===== src/rtl/ex_muldiv.sv =====
// Multi-cycle RV32M/RV64M multiply/divide unit for the EX stage.
// Holds the pipeline through stall_o while iterating, then emits one writeback beat.
module ex_muldiv #(
   parameter int XLEN       = 32,
   parameter int REG_ADDR_W = 5,
   parameter int CNT_W      = 6
) (
   input  logic                  clk,
   input  logic                  arst_n,
   input  logic                  start_i,
   input  logic [2:0]            op_i,
   input  logic [XLEN-1:0]       op1_i,
   input  logic [XLEN-1:0]       op2_i,
   input  logic [REG_ADDR_W-1:0] reg_w_addr_i,
   input  logic                  flush_i,
   output logic                  stall_o,
   output logic                  reg_w_ena_o,
   output logic [REG_ADDR_W-1:0] reg_w_addr_o,
   output logic [XLEN-1:0]       reg_w_data_o
);

   localparam logic [2:0] OP_MUL    = 3'd0;
   localparam logic [2:0] OP_MULH   = 3'd1;
   localparam logic [2:0] OP_MULHSU = 3'd2;
   localparam logic [2:0] OP_DIV    = 3'd4;
   localparam logic [2:0] OP_REM    = 3'd6;
   localparam logic [XLEN-1:0]  MIN_NEG  = {1'b1, {(XLEN-1){1'b0}}};
   localparam logic [CNT_W-1:0] CNT_LAST = CNT_W'(XLEN - 1);

   typedef enum logic [1:0] {IDLE, CALC, DONE} state_e;

   state_e                  state_q;
   logic [CNT_W-1:0]        cnt_q;
   logic [2*XLEN-1:0]       acc_q;
   logic [2*XLEN-1:0]       acc_d;
   logic [XLEN-1:0]         b_q;
   logic [2:0]              op_q;
   logic                    a_neg_q;
   logic                    b_neg_q;
   logic [REG_ADDR_W-1:0]   addr_q;
   logic                    ena_q;
   logic [XLEN-1:0]         data_q;
   logic [XLEN-1:0]         data_d;

   logic                    a_signed;
   logic                    b_signed;
   logic                    a_neg;
   logic                    b_neg;
   logic                    div_zero;
   logic                    div_ovf;
   logic                    special;
   logic [XLEN-1:0]         a_mag;
   logic [XLEN-1:0]         b_mag;
   logic [XLEN-1:0]         spec_res;

   logic [XLEN:0]           mul_sum;
   logic [XLEN:0]           div_sh;
   logic [XLEN:0]           div_diff;
   logic [2*XLEN-1:0]       prod;
   logic [XLEN-1:0]         quo;
   logic [XLEN-1:0]         rem;

   // Start-cycle decode: operand magnitudes, signs and the early-out cases.
   always_comb begin
      a_signed = (op_i == OP_MULH) || (op_i == OP_MULHSU) || (op_i == OP_DIV) || (op_i == OP_REM);
      b_signed = (op_i == OP_MULH) || (op_i == OP_DIV) || (op_i == OP_REM);
      a_neg    = a_signed && op1_i[XLEN-1];
      b_neg    = b_signed && op2_i[XLEN-1];
      a_mag    = a_neg ? -op1_i : op1_i;
      b_mag    = b_neg ? -op2_i : op2_i;
      div_zero = op_i[2] && (op2_i == '0);
      div_ovf  = op_i[2] && !op_i[0] && (op1_i == MIN_NEG) && (op2_i == '1);
      special  = div_zero || div_ovf;
      if (div_zero) begin
         spec_res = op_i[1] ? op1_i : '1;
      end else begin
         spec_res = op_i[1] ? '0 : op1_i;
      end
   end

   // acc_q is {partial product, multiplier} for multiply and {remainder, dividend/quotient} for divide.
   always_comb begin
      mul_sum  = {1'b0, acc_q[2*XLEN-1:XLEN]} + (acc_q[0] ? {1'b0, b_q} : {(XLEN+1){1'b0}});
      div_sh   = {acc_q[2*XLEN-1:XLEN], acc_q[XLEN-1]};
      div_diff = div_sh - {1'b0, b_q};
      if (op_q[2]) begin
         acc_d = {(div_diff[XLEN] ? div_sh[XLEN-1:0] : div_diff[XLEN-1:0]),
                  acc_q[XLEN-2:0], ~div_diff[XLEN]};
      end else begin
         acc_d = {mul_sum, acc_q[XLEN-1:1]};
      end
      prod = (a_neg_q ^ b_neg_q) ? -acc_d : acc_d;
      quo  = acc_d[XLEN-1:0];
      rem  = acc_d[2*XLEN-1:XLEN];
      if (!op_q[2]) begin
         data_d = (op_q == OP_MUL) ? prod[XLEN-1:0] : prod[2*XLEN-1:XLEN];
      end else if (op_q[1]) begin
         data_d = a_neg_q ? -rem : rem;
      end else begin
         data_d = (a_neg_q ^ b_neg_q) ? -quo : quo;
      end
   end

   // start_i is the valid; stall_o low means the instruction in EX is accepted/retired this cycle.
   assign stall_o      = ((state_q == IDLE) && start_i && !flush_i) || (state_q == CALC);
   assign reg_w_ena_o  = ena_q && !flush_i;
   assign reg_w_addr_o = addr_q;
   assign reg_w_data_o = data_q;

   always_ff @(posedge clk or negedge arst_n) begin
      if (!arst_n) begin
         state_q <= IDLE;
         cnt_q   <= '0;
         acc_q   <= '0;
         b_q     <= '0;
         op_q    <= '0;
         a_neg_q <= 1'b0;
         b_neg_q <= 1'b0;
         addr_q  <= '0;
         ena_q   <= 1'b0;
         data_q  <= '0;
      end else begin
         ena_q <= 1'b0;
         case (state_q)
            IDLE: begin
               if (start_i && !flush_i) begin
                  op_q    <= op_i;
                  addr_q  <= reg_w_addr_i;
                  a_neg_q <= a_neg;
                  b_neg_q <= b_neg;
                  acc_q   <= {{XLEN{1'b0}}, a_mag};
                  b_q     <= b_mag;
                  cnt_q   <= '0;
                  if (special) begin
                     state_q <= DONE;
                     ena_q   <= 1'b1;
                     data_q  <= spec_res;
                  end else begin
                     state_q <= CALC;
                  end
               end
            end
            CALC: begin
               if (flush_i) begin
                  state_q <= IDLE;
               end else begin
                  acc_q <= acc_d;
                  cnt_q <= cnt_q + CNT_W'(1);
                  if (cnt_q == CNT_LAST) begin
                     state_q <= DONE;
                     ena_q   <= 1'b1;
                     data_q  <= data_d;
                  end
               end
            end
            DONE:    state_q <= IDLE;
            default: state_q <= IDLE;
         endcase
      end
   end

endmodule


===== config.mk =====
export PLATFORM = sky130hd
export DESIGN_NAME = ex_muldiv
export DESIGN_NICKNAME = d
export VERILOG_FILES = /design/src/rtl/ex_muldiv.sv
export SDC_FILE = /design/constraint.sdc
export NUM_CORES = 1
export LEC_CHECK = 0
export BUFFER_PORTS_ARGS = -buffer_cell sky130_fd_sc_hd__buf_2
export CORE_MARGIN = 1
export CORE_UTILIZATION = 45
export CTS_CLUSTER_SIZE = 30
export DETAILED_ROUTE_END_ITERATION = 10
export GPL_TIMING_DRIVEN = 0
export SYNTH_ARGS = -nofsm -noshare
export SYNTH_HDL_FRONTEND = slang
export SYNTH_SLANG_ARGS = --single-unit

===== constraint.sdc =====
create_clock -name clk -period 7.3 [get_ports clk]
set_input_delay 1.095 -clock clk [delete_from_list [all_inputs] [get_ports clk]]
set_output_delay 1.095 -clock clk [all_outputs]
set_load 0.005 [all_outputs]

# After elaboration in Yosys (flattened, before gate mapping)
# Index checks and enable logic that the tools add are counted.
# W data, S select, Z words.
[classes]
n_reduce_logical = 27
addsub = 8
bitwise_logic = 2
n_mux = 35
eq_ne = 13
[ops]
columns = ["cell", "n"]
rows = [
  ["$mux W32", 16],
  ["$mux W64", 4],
  ["$neg A32 Y32", 4],
  ["$pmux W64 S2", 1],
  ["$eq A32 B32 Y1 const B", 2],
  ["$neg A64 Y64", 1],
  ["$pmux W32 S2", 1],
  ["$add A32 B32 Y33", 1],
  ["$sub A33 B32 Y33", 1],
  ["$logic_not A32 Y1", 1],
  ["$mux W6", 2],
  ["$pmux W6 S2", 1],
  ["$logic_and A1 B1 Y1", 10],
  ["$mux W2", 4],
  ["$logic_or A1 B1 Y1", 7],
  ["$add A6 B1 Y6 const B", 1],
  ["$eq A3 B3 Y1 const B", 2],
  ["$eq A6 B5 Y1 const B", 1],
  ["$reduce_and A5 Y1", 1],
  ["$mux W1", 4],
  ["$ne A2 B1 Y1 const B", 2],
  ["$ne A2 B2 Y1 const B", 2],
  ["$pmux W2 S2", 1],
  ["$reduce_and A2 Y1", 2],
  ["other kinds (12)", 13],
]
[word_totals]
out_inout_bits = 39
in_bits = 76
register_bits = 147
elab_cells = 95

# Depth between registers and ports, before layout
[depth]
depth_word = 10
depth_mapped = 23

# Worst setup path after synthesis
# OpenSTA, ideal clock, no wires.
[synth_timing]
path_type = "register to register"
from = "register acc_q[31]"
to = "register data_q[28], in the netlist reg_w_data_o[28]"
slack_ns = 1.760
synth_period_minus_slack_ns = 5.540
path_stages_with_launch = 24
setup_ns = 0.095
required_time_ns = 7.205
arrival_ns = 5.444
path_buffers = 0
cell_sequence = "dfrtp_1 -> inv_1 -> ha_1 -> inv_1 -> fa_1 -> a211oi_1 -> nor3_1 -> o21a_1 -> o211ai_1 -> a2111oi_2 -> nor2_1 -> ha_1 -> o21ai_0 -> nor4_1 -> nand2_1 -> nor4b_1 -> and3_1 -> a31oi_1 -> xor2_1 -> a221oi_1 -> o31ai_1 -> a221oi_1 -> o31ai_1 -> o31ai_1"
[synth_between]
elab_chain_len = 10
word_cells_on_any_way = 16
[synth_lines]
columns = ["element", "line", "text"]
rows = [
  ["start: declaration", "34", "logic [2*XLEN-1:0] acc_q;"],
  ["start signal: assignment", "131", "acc_q <= {{XLEN{1'b0}}, a_mag};"],
  ["$sub A33 B32 Y33", "85", "div_diff = div_sh - {1'b0, b_q};"],
  ["$mux W32 or $not A1 Y1 (tied branches)", "87, 88", ""],
  ["$mux W64 *", "86", "if (op_q[2]) begin"],
  ["$neg A64 Y64 (tied with other cells)", "92", "prod = (a_neg_q ^ b_neg_q) ? -acc_d : acc_d;"],
  ["$mux W64 (tied with other cells)", "92", ""],
  ["$mux W32 (on tied branches)", "96, 97", ""],
  ["$mux W32 *", "95", "if (!op_q[2]) begin"],
  ["$mux W32 *", "149", "if (cnt_q == CNT_LAST) begin"],
  ["$mux W32 *", "144", "if (flush_i) begin"],
  ["$pmux W32 S2 *", "124", "case (state_q)"],
  ["end signal: assignment", "137", "data_q <= spec_res;"],
  ["end signal: assignment", "152", "data_q <= data_d;"],
  ["end: declaration", "42", "logic [XLEN-1:0] data_q;"],
]
# Mark *: on every way between the ends. The rest lies on a longest branch, timed or not. The select of a mux whose other input is x is not followed.
# A chain may end at the register's enable or synchronous reset.

# Final worst setup path
[layout_timing]
from = "register acc_q[31]"
to = "register data_q[4], in the netlist reg_w_data_o[4]"
# Same word-level chain as after synthesis.

==> summary.txt <==
=================================================================================
Run status                                                           finished, violations left
Violated checks                                                               DRC
Worst setup path class                                               flop to flop
Design area                                                             17600 um2
Number of global-route vias before repair                                   16500
Max cap viols                                                                   0
Tightest Pin Transition                                                   1.47 ns
Number of buffers inserted during clock tree synthesis                         17
Area of the die                                                         35600 um2
Post-route antenna net violation count                                          0
Count of H-tree levels built during CTS                                         4
Post-route DRC violation count                                                  1
CP Data Required Time                                                     7.65 ns
Remaining global-route overflow                                                 0
Clk slew on worst S/H paths                                               0.07 ns
Peak ir drop on the vdd network                                          0.237 mV
Clock tree buffer depth                                                         2
Total Routed Length                                                      72700 um
#FFs+latches synth                                                            147
Summed instance area of the synthesized netlist                         15700 um2
Detailed Route Iter0 Violations                                              2177
Static leakage power                                                      7.51 nW
ANT cells                                                                       0
DPL Wire Length                                                          58300 um
Worst-case clock skew                                                   0.0127 ns
Final Cycle Share                                                           96.3%
Number of cell rows                                                            68
Boundary Pins                                                                 115
Area of the core region                                                 34500 um2
Fmax                                                                    0.142 GHz
Max Transition Viols Final                                                      0
Unrepaired setup endpoints after global routing                             false
Wire length of the first global-routing pass                            108000 um
Clock tree from TritonCTS                                                    done
Die width                                                                  189 um
Async S/R FF share, synth                                                    100%
Relative area change from synthesis to final layout                         11.8%
Number of placed cells counting well taps                                    2664
Cts hold-fix bufs                                                               0
Distinct cell type count of the synthesized netlist                            95
Clock latency on the worst-skew pair                                      0.46 ns
Clock root cell                                                         clkbuf_16
Post-layout instance count excluding filler cells                            2698
Headroom to the max-slew limit                                              1.45%
Total number of clock tree sinks                                              147
Share of post-route cells with drive strength above 1                       9.94%
Hold WC Path Type                                                    flop to flop
Final-report hold violation count                                               0
Pin count of the biggest net entering global routing                           98
Portion of synthesized cell area occupied by the leading cell type          23.4%
Predominant post-synthesis flop cell                                      dfrtp_1
Worst-path fanout max                                                           7
Final-report setup violation count                                              0
Placement-stage cell area                                               16900 um2
Post-synthesis cell type with the largest combined area                   dfrtp_1
Chip Height                                                                189 um
Initial Util                                                                45.5%
Initial DRT Pass Iterations                                                     9
Post-detailed-route via-to-cell ratio                                        6.58
Net total in the final layout                                                2378
Number of antenna violations at the first check in global routing               4
Type of origin of the critical path                                          flop
Time the final worst path needs with I/O delays and setup                 7.03 ns
Average routed wire per standard cell                                     26.9 um
Worst hold path stage count                                                     2
Net count after synthesis                                                    2241
Number of synthesized flops with an enable pin                                  0
Worst Reg2Reg Path Length in Cells                                             24
Final estimated routing congestion in global placement                       1.02
Via Count                                                                   17800
Yosys warning total                                                             0
Power per cell area                                                    425 nW/um2
Input/output buffers                                                          114
Number of instances in the synthesized netlist                               2093
Signal arrival time at the worst endpoint                                 7.38 ns
Mean area per synthesized cell                                           7.50 um2
Most area-consuming cells after synthesis                            dfrtp_1 23%, o21ai_0 6.6%, a21oi_1 6.4%, nand2_1 5.9%, ha_1 5.6%
Share of the yosys chip area belonging to registers                         23.4%
Critical path capture point type                                             flop
Total Routing Usage GR                                                      41.0%
=================================================================================
[cell type report]
| cell class | instances | area, um2 |
|---|---|---|
| Tap cell | 455 | 569 |
| Clock buffer | 20 | 447 |
| Multi-Input combinational cell | 1758 | 11300 |
| Timing Repair Buffer | 119 | 636 |
| Sequential cell | 147 | 3680 |
| Fill cell | 3498 | 16900 |
| Buffer | 112 | 468 |
| Inverter | 75 | 282 |
| Clock inverter | 12 | 168 |
[repair_timing]
action,in CTS,in global routing
hold endpoints to repair,0,0
gates resized for setup,1,2
pin swaps,0,1
setup endpoints to repair,7,5
buffers inserted,0,2
[kinds of logic (layout without fill, tap and decap cells)]
kind of cell,after synthesis,after routing,synth area share [%]
AOI/OAI and AO/OA,722,722,29.4
and+or+nand+nor,722,722,22.3
buffers and inverters,188,338,4.80
xor gates and xnor gates,181,181,10.1
DFF,147,147,23.4
adders and majority gates,73,73,5.90
muxes,60,60,4.02
[routing by layer]
layer | vias up | GRT usage [%] | part of all wire, %
met5 | - | 0 | 0.065
met4 | 4 | 15.6 | 3.6
met3 | 160 | 9.33 | 11
met2 | 1063 | 58.0 | 41
met1 | 8605 | 59.7 | 44
li1 | 7932 | - | -
[worst max-delay path, cell delays in order (launching register included)]
cell and delay, ns:
dfrtp_1 0.48, inv_1 0.12, ha_1 0.16, inv_1 0.05
fa_1 0.46, a211oi_1 0.35, nor3_1 0.15, o21a_1 0.25
o211ai_1 0.50, a2111oi_2 0.22, clkbuf_4 0.27, nor2_1 0.27
ha_1 0.25, o21ai_0 0.17, nor4_2 0.50, nand2_1 0.34
nor4b_4 0.44, buf_4 0.22, and2_1 0.26, inv_1 0.16
o31ai_1 0.26, xnor2_1 0.15, a222oi_1 0.57, o211ai_1 0.15
o21a_1 0.15
[through the flow]
step	hold slack, ns	power [mW]	TNS [ns]	util [%]	setup WS (ns)
2_1_floorplan	0.464	4.58	0	-	1.76
3_3_place_gp	0.460	6.21	-7.32	48.9	-1.09
3_5_place_dp	0.457	6.24	-1.39	49.0	-0.517
4_1_cts	0.482	7.23	0	50.8	0.0352
5_1_grt	0.496	7.83	0	50.9	0.0199
6_report	0.477	7.47	0	50.9	0.271
[state kept, by name, indices dropped and copies added (netlist names), 2 cells and up]
signal / count
op_q: 3
acc_q: 64
state_q: 2
reg_w_data_o: 32
reg_w_addr_o: 5
cnt_q: 6
b_q: 32
[report_power, final]
part | internal, mW | switching, mW
clock network | 0.554 | 0.422
logic | 1.70 | 3.49
registers | 0.995 | 0.310
total | 3.25 | 4.22
[Yosys cell counts, drive strengths merged (28+ instances only)]
| library cell | instances |
|---|---|
| nor3 | 51 |
| o21ai | 214 |
| buf | 32 |
| clkbuf | 81 |
| inv | 74 |
| xnor2 | 93 |
| ha | 70 |
| nand3 | 37 |
| xor2 | 88 |
| nand4 | 28 |
| nand2 | 246 |
| mux2i | 49 |
| a21o | 32 |
| a31oi | 36 |
| and2 | 48 |
| nor2 | 179 |
| a21oi | 201 |
| dfrtp | 147 |
[cells in the final DEF (no fill, tap or decap), types with 17 or more instances in the layout]
cell / instances
dfrtp_1: 147
clkbuf_1: 83
o21ai_0: 206
a21o_1: 32
nor2b_1: 18
nor3_1: 48
and2_1: 48
or3_1: 19
a21oi_1: 201
nor2_1: 178
and3_1: 17
nand4_1: 27
ha_1: 70
xor2_1: 88
clkbuf_16: 17
a22o_1: 21
inv_1: 74
a31oi_1: 35
o211ai_1: 25
mux2i_1: 48
xnor2_1: 93
o31ai_1: 23
nand3_1: 35
a211oi_1: 21
buf_2: 134
nand2_1: 245
[final timing paths]
path	slack, ns	startpoint	to
max	0.27	acc_q[31]	reg_w_data_o[4]
min	0.48	reg_w_addr_o[4]	reg_w_addr_o[4]
max reg2reg	0.27	acc_q[31]	reg_w_data_o[4]
min reg2reg	0.48	reg_w_addr_o[4]	reg_w_addr_o[4]
max in group asynchronous	5.88	arst_n	acc_q[22]
min in group asynchronous	0.52	arst_n	acc_q[45]
Note: power is estimated with default switching activity, not from simulation.
